## src/rtl/seg7_pkg.sv

```systemverilog
// seg7_pkg: shared constants, scan state type and glyph table for the
// seven-segment scan controller.
package seg7_pkg;

  localparam int NUM_DIGITS = 8;

  localparam logic [6:0] SEG_OFF = 7'h7F;
  localparam logic [7:0] AN_OFF  = 8'hFF;

  typedef enum logic {
    BLANK = 1'b0,
    DRIVE = 1'b1
  } state_t;

  // Active-low glyphs, bit0 = CA .. bit6 = CG; entry [15] is written first.
  localparam logic [15:0][6:0] GLYPH = {
    7'h0E, 7'h06, 7'h21, 7'h46,   // F E d C
    7'h03, 7'h08, 7'h10, 7'h00,   // b A 9 8
    7'h78, 7'h02, 7'h12, 7'h19,   // 7 6 5 4
    7'h30, 7'h24, 7'h79, 7'h40    // 3 2 1 0
  };

endpackage

```

## src/rtl/seg7_scan_ctrl_if.sv

```systemverilog
// seg7_scan_ctrl_if: host-side load bus of the scan controller.
// Defining SEG7_DIM_EN adds the dim_i brightness input.
interface seg7_scan_ctrl_if;
  logic [31:0] value_i;
  logic [7:0]  dp_i;
  logic [7:0]  blank_i;
  logic        load_i;
  logic        load_ack_o;
`ifdef SEG7_DIM_EN
  logic [3:0]  dim_i;
`endif

  modport master (
    output value_i, dp_i, blank_i, load_i,
`ifdef SEG7_DIM_EN
    output dim_i,
`endif
    input  load_ack_o
  );

  modport slave (
    input  value_i, dp_i, blank_i, load_i,
`ifdef SEG7_DIM_EN
    input  dim_i,
`endif
    output load_ack_o
  );
endinterface

```

## src/rtl/seg7_hex_enc.sv

```systemverilog
// seg7_hex_enc: combinational nibble to active-low seven-segment glyph.
module seg7_hex_enc
  import seg7_pkg::*;
(
  input  logic [3:0] nib,
  output logic [6:0] seg
);
  assign seg = GLYPH[nib];
endmodule

```

## src/rtl/seg7_scan_ctrl.sv

```systemverilog
// seg7_scan_ctrl: 8-digit time-multiplexed common-anode display scanner with
// frame-synchronous double buffering. Define SEG7_DIM_EN for PWM dimming.
// BLANK_CYC must be at least 1 and below TICK_DIV; TICK_DIV at least 4.
module seg7_scan_ctrl
  import seg7_pkg::*;
#(
  parameter int TICK_DIV  = 100_000,
  parameter int BLANK_CYC = 1_000
) (
  input  logic            clk,
  input  logic            rst_n,
  seg7_scan_ctrl_if.slave bus,
  output logic [7:0]      an_o,
  output logic [6:0]      seg_o,
  output logic            dp_o,
  output logic            frame_o
);
  localparam int CNT_W = $clog2(TICK_DIV);
  localparam logic [CNT_W-1:0] CNT_MAX   = CNT_W'(TICK_DIV - 1);
  localparam logic [CNT_W-1:0] BLANK_END = CNT_W'(BLANK_CYC - 1);

  logic [CNT_W-1:0] cnt;
  logic [2:0]       idx;
  logic             tick;
  logic             boundary;
  state_t           state_q, state_d;

  logic [31:0] active_val, pend_val;
  logic [7:0]  active_dp, pend_dp;
  logic [7:0]  active_blank, pend_blank;
  logic        pend_v;

  logic [3:0]  digit_nib;
  logic [6:0]  glyph_seg;
  logic        pwm_on;
  logic [7:0]  an_d;
  logic [6:0]  seg_d;
  logic        dp_d;

  assign tick     = (cnt == CNT_MAX);
  assign boundary = tick && (idx == 3'd7);

  assign digit_nib = active_val[{idx, 2'b00} +: 4];

  seg7_hex_enc u_enc (
    .nib (digit_nib),
    .seg (glyph_seg)
  );

`ifdef SEG7_DIM_EN
  logic [3:0] pwm;

  // Free-running PWM phase for brightness control.
  always_ff @(posedge clk or negedge rst_n) begin
    if (!rst_n) pwm <= '0;
    else        pwm <= pwm + 4'd1;
  end

  // pwm < dim_i + 1 written without widening.
  assign pwm_on = (pwm <= bus.dim_i);
`else
  assign pwm_on = 1'b1;
`endif

  // Slot prescaler and digit index.
  always_ff @(posedge clk or negedge rst_n) begin
    if (!rst_n) begin
      cnt <= '0;
      idx <= '0;
    end else if (tick) begin
      cnt <= '0;
      idx <= idx + 3'd1;
    end else begin
      cnt <= cnt + 1'b1;
    end
  end

  // Scan state register.
  always_ff @(posedge clk or negedge rst_n) begin
    if (!rst_n) state_q <= BLANK;
    else        state_q <= state_d;
  end

  // Next state and next registered display values.
  always_comb begin
    state_d = state_q;
    an_d    = AN_OFF;
    seg_d   = SEG_OFF;
    dp_d    = 1'b1;
    case (state_q)
      BLANK: if (cnt == BLANK_END && !tick) state_d = DRIVE;
      DRIVE: if (tick) state_d = BLANK;
      default: state_d = BLANK;
    endcase
    if (state_q == DRIVE) begin
      seg_d = glyph_seg;
      dp_d  = ~active_dp[idx];
      if (!active_blank[idx] && pwm_on) an_d = ~(8'(1) << idx);
    end
  end

  // Pending/active buffers; active only changes on the frame boundary.
  always_ff @(posedge clk or negedge rst_n) begin
    if (!rst_n) begin
      active_val     <= '0;
      active_dp      <= '0;
      active_blank   <= '0;
      pend_val       <= '0;
      pend_dp        <= '0;
      pend_blank     <= '0;
      pend_v         <= 1'b0;
      bus.load_ack_o <= 1'b0;
      frame_o        <= 1'b0;
    end else begin
      bus.load_ack_o <= 1'b0;
      frame_o        <= boundary;
      if (boundary) begin
        if (bus.load_i) begin
          active_val     <= bus.value_i;
          active_dp      <= bus.dp_i;
          active_blank   <= bus.blank_i;
          bus.load_ack_o <= 1'b1;
        end else if (pend_v) begin
          active_val     <= pend_val;
          active_dp      <= pend_dp;
          active_blank   <= pend_blank;
          bus.load_ack_o <= 1'b1;
        end
        pend_v <= 1'b0;
      end else if (bus.load_i) begin
        pend_val   <= bus.value_i;
        pend_dp    <= bus.dp_i;
        pend_blank <= bus.blank_i;
        pend_v     <= 1'b1;
      end
    end
  end

  // Registered display outputs.
  always_ff @(posedge clk or negedge rst_n) begin
    if (!rst_n) begin
      an_o  <= AN_OFF;
      seg_o <= SEG_OFF;
      dp_o  <= 1'b1;
    end else begin
      an_o  <= an_d;
      seg_o <= seg_d;
      dp_o  <= dp_d;
    end
  end

endmodule

```

## src/flat_wrapper.sv

```systemverilog
// flat-port wrapper written by rule: the top's interface ports become plain ports
module seg7_scan_ctrl_flat import seg7_pkg::*;
#(
  parameter int TICK_DIV  = 100_000,
  parameter int BLANK_CYC = 1_000
)
  (clk, rst_n, an_o, seg_o, dp_o, frame_o, bus_value_i, bus_dp_i, bus_blank_i, bus_load_i, bus_load_ack_o);
  seg7_scan_ctrl_if bus_i ();
  input  logic clk;
  input  logic rst_n;
  output logic [7:0] an_o;
  output logic [6:0] seg_o;
  output logic dp_o;
  output logic frame_o;
  input wire logic [$bits(bus_i.value_i)-1:0] bus_value_i;
  input wire logic [$bits(bus_i.dp_i)-1:0] bus_dp_i;
  input wire logic [$bits(bus_i.blank_i)-1:0] bus_blank_i;
  input wire logic [$bits(bus_i.load_i)-1:0] bus_load_i;
  output wire logic [$bits(bus_i.load_ack_o)-1:0] bus_load_ack_o;
  assign bus_i.value_i = bus_value_i;
  assign bus_i.dp_i = bus_dp_i;
  assign bus_i.blank_i = bus_blank_i;
  assign bus_i.load_i = bus_load_i;
  assign bus_load_ack_o = bus_i.load_ack_o;
  seg7_scan_ctrl #(.TICK_DIV(TICK_DIV), .BLANK_CYC(BLANK_CYC)) u_core (.clk(clk), .rst_n(rst_n), .bus(bus_i), .an_o(an_o), .seg_o(seg_o), .dp_o(dp_o), .frame_o(frame_o));
endmodule
```

## config.mk

```make
export PLATFORM = sky130hd
export DESIGN_NAME = seg7_scan_ctrl_flat
export DESIGN_NICKNAME = d
export VERILOG_FILES = /design/src/rtl/seg7_pkg.sv /design/src/rtl/seg7_scan_ctrl_if.sv /design/src/rtl/seg7_hex_enc.sv /design/src/rtl/seg7_scan_ctrl.sv /design/src/flat_wrapper.sv
export SDC_FILE = /design/constraint.sdc
export NUM_CORES = 1
export LEC_CHECK = 0
export ABC_AREA = 0
export CORE_MARGIN = 2
export CORE_UTILIZATION = 40
export DETAILED_ROUTE_END_ITERATION = 8
export GPL_ROUTABILITY_DRIVEN = 0
export SLEW_MARGIN = 40
export SYNTH_ARGS = -nofsm -noshare
export SYNTH_HDL_FRONTEND = slang
export SYNTH_SLANG_ARGS = --single-unit
```

## constraint.sdc

```tcl
create_clock -name clk -period 4.1 [get_ports clk]
set_input_delay 0.615 -clock clk [delete_from_list [all_inputs] [get_ports clk]]
set_output_delay 0.615 -clock clk [all_outputs]
set_load 0.02 [all_outputs]
```

Yosys cells after proc, flatten, opt, wreduce, memory -nomap -nowiden
Memory sizes are Yosys's and may differ from the RTL's. Cells that the tools add are included.

Register bits: 136. ROM bits: 112. Logic and storage cells: 60. Memories: 1.

Memory list: (name not given) (depth 16, width 7, rd ports 1, clocked after memory_dff 0, wr ports 0, line seg7_hex_enc.sv:8) `assign seg = GLYPH[nib];`.

$add $sub $neg: 2. Magnitude comparators: 2. Equality and inequality tests: 3. Shift operators: 2. Muxes and demuxes: 24. Bitwise operators: 4. Reduce and logical (&&, ||, !) cells: 7.

Operators with widths (count): $mux W32 (2); $mux W8 (6); $shiftx A32 B6 Y4 (1); $add A17 B1 Y17 const B (1); $eq A17 B10 Y1 const B (1); $eq A17 B17 Y1 const B (1); $mux W17 (1); $mux W7 (2); $mux W1 (10); $not A8 Y8 (1); $shl A1 B3 Y8 const A (1); $bmux W1 S3 (2); $lt A4 B5 Y1 const B (1); $lt A3 B4 Y1 const B (1); $reduce_and A2 Y1 (2); $reduce_bool A2 Y1 (2); $add A3 B1 Y3 const B (1); $eq A3 B3 Y1 const B (1); $not A1 Y1 (3); $logic_and A1 B1 Y1 (2); $pmux W1 S2 (1); $logic_not A1 Y1 (1).

Longest topological paths before layout
Gate-level depths: netlist of run 1.

Depth after elaboration: 5. Depth in mapped cells: 9.

By module
From an unflattened synthesis of run 1, not the netlist that was laid out.

Cells, all modules: 536. Area, all modules: 6393.6 µm².

By module, submodules not included: seg7_scan_ctrl (instances 1, cells each 505, area each 6140.9 µm², sequential area each 3423.3 µm²); seg7_hex_enc (instances 1, cells each 31, area each 252.7 µm², sequential area each 0.0 µm²).

Worst setup path after synthesis of run 1
Ideal clock, no wire load.

Path kind: register to register. Start: reg u_core.idx[0]. End: reg u_core.seg_o[3]. Data arrival time: 2385 ps. Data required time: 4018 ps. Path slack: 1633 ps. Cell stages (with the launch flop): 9. Path buffers: 2. Cells stage by stage: dfrtp_1 -> buf_6 -> buf_6 -> mux4_2 -> mux2i_1 -> inv_1 -> ha_1 -> mux2_2 -> a211o_1.

Cells in the longest elaborated chain, start to end: 4.

RTL lines: start: declaration (line seg7_scan_ctrl.sv:23) `logic [2:0] idx;`; start signal: assignment (line seg7_scan_ctrl.sv:72) `idx <= idx + 3'd1;`; $shiftx A32 B6 Y4 (line seg7_scan_ctrl.sv:43) `assign digit_nib = active_val[{idx, 2'b00} +: 4];`; $mem_v2 Z16 W7; $mux W7 (not written as such) (line seg7_hex_enc.sv:8); $mux W7 (line seg7_scan_ctrl.sv:95) `if (state_q == DRIVE) begin`; net u_core.seg_d[3] (line seg7_scan_ctrl.sv:37) `logic [6:0] seg_d;`; end signal: assignment (line seg7_scan_ctrl.sv:147) `seg_o <= seg_d;`; end: declaration (line seg7_scan_ctrl.sv:14) `output logic [6:0] seg_o,`.

The timed path passes the listed nets, and every way through them passes these cells. The select of a mux whose other input is x is not followed. A chain may end at the register's enable or synchronous reset.

Worst setup path after layout of run 1
Start: reg u_core.idx[0]. End: reg u_core.seg_o[4].

Same word-level chain as after synthesis.

==> impl_metrics.env, run 1 <==
export IMPL_dr_pass1_iters=4
export IMPL_n_antenna_cell=0
export IMPL_relSlewSlack_pct=44.7
export IMPL_synthArstFlopShare_pct=100
export IMPL_reg2reg_to="u_core.seg_o[4]"
export IMPL_ys_ff_latch=136
export IMPL_cts_inserted_buffers=17
export IMPL_grt_use_total_pct=15.9
export IMPL_synthMostInstantiatedCell="mux2_2"
export IMPL_max_slew_worst_pin_slew_ps=822
export IMPL_path_class="flip-flop to flip-flop"
export IMPL_clkSinkCount=136
export IMPL_synth_top_flop_cell="dfrtp_1"
export IMPL_fin_crit_sh_pct=70.7
export IMPL_met3_usage_pct=5.25
export IMPL_place_inst=729
export IMPL_synth_compound_area_share_pct=1.96
export IMPL_totalNegativeSetupSlack_ps=0
export IMPL_worstSetupStartpointType="flip-flop"
export IMPL_cp_required_ps=4400
export IMPL_first_global_vias=4147
export IMPL_use_met2_pct=25.2
export IMPL_syn_inst=462
export IMPL_dp_hpwl_um=8600
export IMPL_crit_start="u_core.idx[0]"
export IMPL_row_count=46
export IMPL_path_clk_slew_ps=60
export IMPL_cts_tree="built"
export IMPL_dr_first_iter_drc_count=221
export IMPL_yosysWarnings=0
export IMPL_crit_fanout=11
export IMPL_ant_nets=0
export IMPL_skew_ps=7.71
export IMPL_leakagePower_uw=0.00347
export IMPL_cap_violations=0
export IMPL_synth_area_um2=6500
export IMPL_synthToLayoutAreaGrowth_pct=22.1
export IMPL_die_w_um=132
export IMPL_ir_drop_v=0.000281
export IMPL_core_area_um2=15900
export IMPL_cts_hold_buf=0
export IMPL_synth_fa_ha_area_share_pct=2.69
export IMPL_setup_viol=0
export IMPL_vias=3809
export IMPL_io_buffer_count=68
export IMPL_use_met1_pct=20.2
export IMPL_p_per_area_nw_per_um2=398
export IMPL_ys_top_cells_by_area="dfrtp_1 46%, mux2_2 24%, dfstp_2 6.5%, mux4_2 3.5%, ha_1 2.7%"
export IMPL_max_freq_ghz=0.345
export IMPL_worstSetupEndpointType="flip-flop"
export IMPL_fin_nets=597
export IMPL_finalHoldViolCount=0
export IMPL_rsz0062_at_grt="no"
export IMPL_root_buffer="clkbuf_16"
export IMPL_synth_xor_area_share_pct=2.15
export IMPL_final_max_slew_viol_count=0
export IMPL_drc_errors=0
export IMPL_busiest_layer="met2"
export IMPL_pin_count=69
export IMPL_insertion_delay_ps=420
export IMPL_grt_antenna_before_repair=0
export IMPL_finalCriticalPeriod_ps=2900
export IMPL_dieArea_um2=17300
export IMPL_grt_max_degree=77
export IMPL_fill_cells=1420
export IMPL_synth_top_family_by_area="multiplexers"
export IMPL_fp_dieH_um=132
export IMPL_synth_mux_area_share_pct=31.0
export IMPL_hold_class="input port to asynchronous set/reset pin"
export IMPL_layout_drive_gt1_share_pct=40.0
export IMPL_status="finished clean"
export IMPL_reg2regPathDepth=7
export IMPL_vias_per_cell=5.01
export IMPL_instances_no_fill=761
export IMPL_synth_top_area_share_pct=46.2
export IMPL_r2r_start="u_core.idx[0]"
export IMPL_grt_pass1_wl_um=21400
export IMPL_endpoint="u_core.seg_o[4]"
export IMPL_syn_nets=527
export IMPL_h_tree_depth=4
export IMPL_yosys_area_share_simple_pct=6.46
export IMPL_critical_path_arrival_ps=3200
export IMPL_avgSynthCellArea_um2=14.1
export IMPL_overflow=0
export IMPL_synth_area_leader_cell="dfrtp_1"
export IMPL_rrSetupSlack_ps=1200
export IMPL_yosys_top_cells_count="137 x mux2_2, 120 x dfrtp_1, 21 x nor2_1"
export IMPL_cts_setup_buffers=0
export IMPL_yosysSeqAreaShare_pct=52.6
export IMPL_start_util_pct=40.9
export IMPL_drt_wl_total_um=12700
export IMPL_routedWlPerCell_um=16.7
export IMPL_synth_edff_count=0
export IMPL_synth_cell_type_count=46
export IMPL_cts_resized=0
export IMPL_clk_path_buf_depth=2
per-layer routing:
layer / share of wire, % / up-vias
met2: 48 / 85
li1: - / 1794
met4: 1.5 / 0
met1: 46 / 1911
met5: 0 / -
met3: 4.4 / 19
sequential cells by signal (all words and copies together) (netlist names), 3 cells and up:
| name | flops |
|---|---|
| u_core.pend_val | 32 |
| u_core.idx | 3 |
| u_core.active_blank | 8 |
| u_core.pend_blank | 8 |
| u_core.an_o | 8 |
| u_core.pend_dp | 8 |
| u_core.active_val | 32 |
| u_core.seg_o | 7 |
| u_core.cnt | 17 |
| u_core.active_dp | 8 |
cell families (layout without fill, tap and decap cells):
group	count (synthesis)	after routing
mux	166	166
flops	136	136
simple gates	81	81
buf+inv	31	114
compound gates	18	18
xor+xnor	16	16
fa+ha+maj	14	14
placed cells by master (no fill, tap or decap), types with 5 or more instances in the layout:
cell,instances
nand3_1,11
clkdlybuf4s50_1,66
and3_1,6
dfstp_2,16
mux2_2,137
mux2_4,9
mux4_2,10
clkbuf_8,6
nand2_1,20
nor2_1,21
mux2i_1,9
buf_4,5
clkbuf_16,17
xor2_1,8
xnor2_1,8
dfrtp_1,120
ha_1,14
inv_1,7
critical path: stages, from the launching register on:
cell and delay [ps]:
dfrtp_1 710, mux4_2 570, mux2i_1 440, inv_1 190, ha_1 300, or2_2 330, o211ai_1 90, o311ai_1 160
how the worst min path moves through the flow:
stage | endpoint | slack, ps
finish | u_core.pend_dp[3] | 220
global route | u_core.active_val[18] | 270
global placement | u_core.cnt[0] | 470
detailed placement | u_core.cnt[0] | 480
CTS | u_core.active_val[22] | 250
floorplan | u_core.active_blank[0] | 320
layout make-up:
class	instances	area [um2]	area share, %
sequential	136	3420	43.1
multi-input combinational	295	2880	36.3
timing repair buffer	74	734	9.25
clock buffer	25	515	6.49
tap	216	270	3.40
clock inverter	7	90.1	1.13
inverter	8	30.0	0.378
power breakdown:
part,leakage (uW),total [uW],switching (uW),internal (uW)
Combinational,0.00146,216,87.0,129
Clock,0.000295,1530,544,989
Sequential,0.00172,1410,20.5,1390
Total,0.00347,3160,652,2510
per-stage QoR:
stage          total power [uW]  cell area (um2)  utilization [%]  setup WS [ps]  hold WS, ps
2_1_floorplan              1540             6500                -           1630          319
3_3_place_gp               1650             7330             46.2           1310          466
3_5_place_dp               1660             7340             46.2           1160          479
4_1_cts                    3210             7940             50.0           1160          253
5_1_grt                    3300             7940             50.0            992          270
6_report                   3160             7940             50.0           1200          224
Power figures use the tool's default switching activity.
==> run 2, diff against run 1 <==
==> constraint.sdc (replaced) <==
create_clock -name clk -period 3.05 [get_ports clk]
set_input_delay 0.4575 -clock clk [delete_from_list [all_inputs] [get_ports clk]]
set_output_delay 0.4575 -clock clk [all_outputs]
set_load 0.02 [all_outputs]
==> impl_metrics.env, run 2 (synthesis gave the netlist of run 1 again) <==
export IMPL_drc_errors=0
export IMPL_overflow=0
export IMPL_dieArea_um2=17300
export IMPL_critical_path_arrival_ps=2920
export IMPL_place_inst=733
export IMPL_leakagePower_uw=0.00346
export IMPL_hold_class="input port to asynchronous set/reset pin"
export IMPL_cts_inserted_buffers=17
export IMPL_final_cell_mix="137 x mux2_2, 120 x dfrtp_1, 66 x clkdlybuf4s50_1, 21 x nor2_1, 20 x nand2_1"
export IMPL_max_freq_ghz=0.384
export IMPL_skew_ps=6.82
export IMPL_cts_hold_buf=0
export IMPL_finalHoldViolCount=0
export IMPL_rsz0062_at_grt="no"
export IMPL_totalNegativeSetupSlack_ps=0
export IMPL_p_per_area_nw_per_um2=508
export IMPL_crit_fanout=6
export IMPL_start_util_pct=40.9
export IMPL_h_tree_depth=4
export IMPL_synthToLayoutAreaGrowth_pct=21.7
export IMPL_drt_wl_total_um=12800
export IMPL_grt_use_total_pct=16.0
export IMPL_dp_hpwl_um=8770
export IMPL_status="finished clean"
export IMPL_first_global_vias=4149
export IMPL_ant_nets=0
export IMPL_path_clk_slew_ps=60
export IMPL_die_w_um=132
export IMPL_cts_resized=0
export IMPL_grt_antenna_before_repair=0
export IMPL_cp_required_ps=3360
export IMPL_finalCriticalPeriod_ps=2600
export IMPL_worstSetupEndpointType="flip-flop"
export IMPL_grt_pass1_wl_um=21800
export IMPL_relSlewSlack_pct=56.0
export IMPL_cap_violations=0
export IMPL_n_antenna_cell=0
export IMPL_cts_tree="built"
export IMPL_vias=3859
export IMPL_layout_drive_gt1_share_pct=39.5
export IMPL_routedWlPerCell_um=16.7
export IMPL_insertion_delay_ps=420
export IMPL_io_buffer_count=68
export IMPL_clkSinkCount=136
export IMPL_fin_crit_sh_pct=85.3
export IMPL_fp_dieH_um=132
export IMPL_vias_per_cell=5.04
export IMPL_clk_path_buf_depth=2
export IMPL_cts_setup_buffers=0
export IMPL_layout_commonest_cell="mux2_2"
export IMPL_max_slew_worst_pin_slew_ps=660
export IMPL_reg_largest_list="u_core.active_val: 32 flops, u_core.pend_val: 32 flops, u_core.cnt: 17 flops"
export IMPL_rrSetupSlack_ps=450
export IMPL_core_area_um2=15900
export IMPL_setup_viol=0
export IMPL_worstSetupStartpointType="flip-flop"
export IMPL_path_class="flip-flop to flip-flop"
export IMPL_ir_drop_v=0.000386
export IMPL_instances_no_fill=765
export IMPL_final_max_slew_viol_count=0
export IMPL_root_buffer="clkbuf_16"
export IMPL_pin_count=69
export IMPL_dr_first_iter_drc_count=239
export IMPL_grt_max_degree=63
export IMPL_fin_nets=601
export IMPL_dr_pass1_iters=4
export IMPL_row_count=46
-- run 2: through the flow --
stage | worst slack [ps] | cell area [um2] | utilization (%) | total power, uW | hold slack, ps
floorplan | 583 | 6500 | - | 2080 | 162
global placement | 580 | 7390 | 46.5 | 2220 | 465
detailed placement | 451 | 7390 | 46.5 | 2230 | 476
CTS | 437 | 7920 | 49.8 | 4080 | 92.6
global route | 194 | 7920 | 49.8 | 4190 | 116
finish | 447 | 7920 | 49.8 | 4020 | 70.0
-- run 2: path summary, 6_finish.rpt --
check	startpoint	end	cells past startpoint
setup / recovery	u_core.idx[0]	u_core.seg_o[4]	7
min in group clk	u_core.cnt[0]	u_core.cnt[0]	1
setup reg to reg	u_core.idx[0]	u_core.seg_o[4]	7
max in group asynchronous	rst_n	u_core.seg_o[0]	2
hold / removal	rst_n	u_core.pend_val[26]	1
hold reg to reg	u_core.cnt[0]	u_core.cnt[0]	1
-- run 2: layout make-up --
| type | instances | area (um2) |
|---|---|---|
| sequential | 136 | 3420 |
| inverter | 8 | 30.0 |
| clock inverter | 4 | 20.0 |
| fill | 1421 | 7970 |
| tap | 216 | 270 |
| timing repair buffer | 78 | 786 |
| multi-input combinational | 295 | 2880 |
| clock buffer | 28 | 507 |
-- run 2: per-layer routing --
layer  up-vias  GRT usage [%]  part of all wire [%]
li1       1804              -                     -
met1      1972           21.1                    47
met2        66           25.5                    48
met3        17           3.97                   3.6
met4         0           6.28                   1.5
met5         -              0                     0
-- run 2: report_power, final --
part / leakage (uW) / switching [uW] / total, uW / internal, uW
combinational: 0.00148 / 115 / 292 / 176
sequential: 0.00172 / 27.3 / 1900 / 1870
clock: 0.000262 / 711 / 1830 / 1120
total: 0.00346 / 854 / 4020 / 3170
-- run 2: worst max-delay path, cell delays in order, from the launching register on --
cell	delay [ps]
dfrtp_1	520
mux4_2	550
mux2i_1	420
inv_1	180
ha_1	280
or2_2	330
o211ai_1	90
o311ai_1	130
==> run 3, diff against run 2 <==
--- a/config.mk
+++ b/config.mk
@@ -9,7 +9,7 @@
 export CORE_MARGIN = 2
 export CORE_UTILIZATION = 40
 export DETAILED_ROUTE_END_ITERATION = 8
-export GPL_ROUTABILITY_DRIVEN = 0
+export RECOVER_POWER = 100
 export SLEW_MARGIN = 40
 export SYNTH_ARGS = -nofsm -noshare
 export SYNTH_HDL_FRONTEND = slang
==> impl_metrics.env, run 3 (synthesis gave the netlist of run 1 again) <==
export IMPL_status="finished clean"
export IMPL_rsz0062_at_grt="no"
export IMPL_h_tree_depth=4
export IMPL_worstSetupEndpointType="flip-flop"
export IMPL_max_stage_delay_ps=590
export IMPL_grt_antenna_before_repair=0
export IMPL_fp_dieH_um=132
export IMPL_critical_path_arrival_ps=2950
export IMPL_dr_pass1_iters=4
export IMPL_finalCriticalPeriod_ps=2650
export IMPL_pin_count=69
export IMPL_dieArea_um2=17300
export IMPL_max_slew_worst_pin_slew_ps=1420
export IMPL_preCtsSetupSlack_ps=451
export IMPL_totalNegativeSetupSlack_ps=0
export IMPL_fin_nets=601
export IMPL_insertion_delay_ps=420
export IMPL_routedWlPerCell_um=16.7
export IMPL_layout_drive_gt1_share_pct=37.2
export IMPL_drc_errors=0
export IMPL_drt_wl_total_um=12800
export IMPL_cts_tree="built"
export IMPL_hold_worst_slack_ps=319
export IMPL_fin_crit_sh_pct=86.7
export IMPL_overflow=0
export IMPL_vias_per_cell=5.01
export IMPL_clk_path_buf_depth=2
export IMPL_dr_first_iter_drc_count=229
export IMPL_setup_slack_ps=405
export IMPL_final_cell_mix="137 x mux2_2, 120 x dfrtp_1, 48 x clkdlybuf4s50_1, 21 x nor2_1, 20 x nand2_1"
export IMPL_clkSinkCount=136
export IMPL_io_buffer_count=68
export IMPL_cts_hold_buf=0
export IMPL_path_class="flip-flop to flip-flop"
export IMPL_path_cells="buf_4, ha_1, ha_1, and3b_2, clkbuf_4, mux2_2"
export IMPL_cts_resized=0
export IMPL_vias=3835
export IMPL_fin_util_pct=49.3
export IMPL_grt_pass1_wl_um=21800
export IMPL_crit_fanout=49
export IMPL_fill_cells=1441
export IMPL_finalHoldViolCount=0
export IMPL_layout_commonest_cell="mux2_2"
export IMPL_setup_viol=0
export IMPL_start_util_pct=40.9
export IMPL_synthToLayoutAreaGrowth_pct=20.3
export IMPL_worst_path_dominant_cell_family="buffers and inverters"
export IMPL_path_clk_slew_ps=60
export IMPL_root_buffer="clkbuf_16"
export IMPL_max_freq_ghz=0.378
export IMPL_n_antenna_cell=0
export IMPL_cp_common_cell="ha_1"
export IMPL_leakagePower_uw=0.00340
export IMPL_core_area_um2=15900
export IMPL_cp_slowest_cell="clkbuf_4"
export IMPL_grt_use_total_pct=16.0
export IMPL_final_max_slew_viol_count=0
export IMPL_cp_required_ps=3350
export IMPL_ir_drop_v=0.000396
export IMPL_ant_nets=0
export IMPL_instances_no_fill=765
export IMPL_worstSetupStartpointType="flip-flop"
export IMPL_hold_class="input port to asynchronous set/reset pin"
export IMPL_first_global_vias=4149
export IMPL_place_inst=733
export IMPL_grt_max_degree=63
export IMPL_worst_path_buf_inv=2
export IMPL_row_count=46
export IMPL_die_w_um=132
export IMPL_dp_hpwl_um=8770
export IMPL_gp_congestion=0.822
export IMPL_cts_setup_buffers=0
export IMPL_cap_violations=0
export IMPL_cts_inserted_buffers=17
export IMPL_p_per_area_nw_per_um2=513
export IMPL_skew_ps=7.17
export IMPL_reg_largest_list="u_core.active_val: 32 flops, u_core.pend_val: 32 flops, u_core.cnt: 17 flops"
export IMPL_relSlewSlack_pct=5.59
run 3: through the flow:
| stage | total power [uW] | cell area, um2 |
|---|---|---|
| floorplan | 2080 | 6500 |
| global placement | 2220 | 7390 |
| detailed placement | 2230 | 7390 |
| CTS | 4080 | 7920 |
| global route | 4190 | 7830 |
| finish | 4020 | 7830 |
run 3: area by class of cell:
cell class | count | area, um2 | area share, %
sequential | 136 | 3420 | 43.7
multi-input combinational | 295 | 2830 | 36.1
timing repair buffer | 78 | 751 | 9.59
clock buffer | 28 | 507 | 6.47
tap | 216 | 270 | 3.45
inverter | 8 | 30.0 | 0.384
clock inverter | 4 | 20.0 | 0.256
run 3: path summary, 6_finish.rpt:
| kind | start | end | slack (ps) | depth (start not counted) |
|---|---|---|---|---|
| setup reg to reg | u_core.idx[0] | u_core.active_val[2] | 400 | 6 |
| max in group asynchronous | rst_n | u_core.frame_o | 800 | 2 |
| hold / removal | rst_n | u_core.pend_val[26] | 320 | 1 |
| hold reg to reg | u_core.cnt[0] | u_core.cnt[0] | 490 | 1 |
| min in group clk | u_core.cnt[0] | u_core.cnt[0] | 490 | 1 |
| setup / recovery | u_core.idx[0] | u_core.active_val[2] | 400 | 6 |
run 3: per-layer routing:
layer | global-route usage (%) | vias up | wire, um
met1 | 21.1 | 1953 | 6030
met2 | 25.5 | 63 | 6090
li1 | - | 1803 | -
met4 | 6.28 | 0 | 213
met5 | 0 | - | 0
met3 | 3.97 | 16 | 445
run 3: power breakdown:
part	internal [uW]	total [uW]	switching, uW	leakage, uW
Clock	1120	1830	710	0.000262
Combinational	174	288	114	0.00142
Sequential	1870	1900	27.3	0.00172
Total	3160	4020	851	0.00340
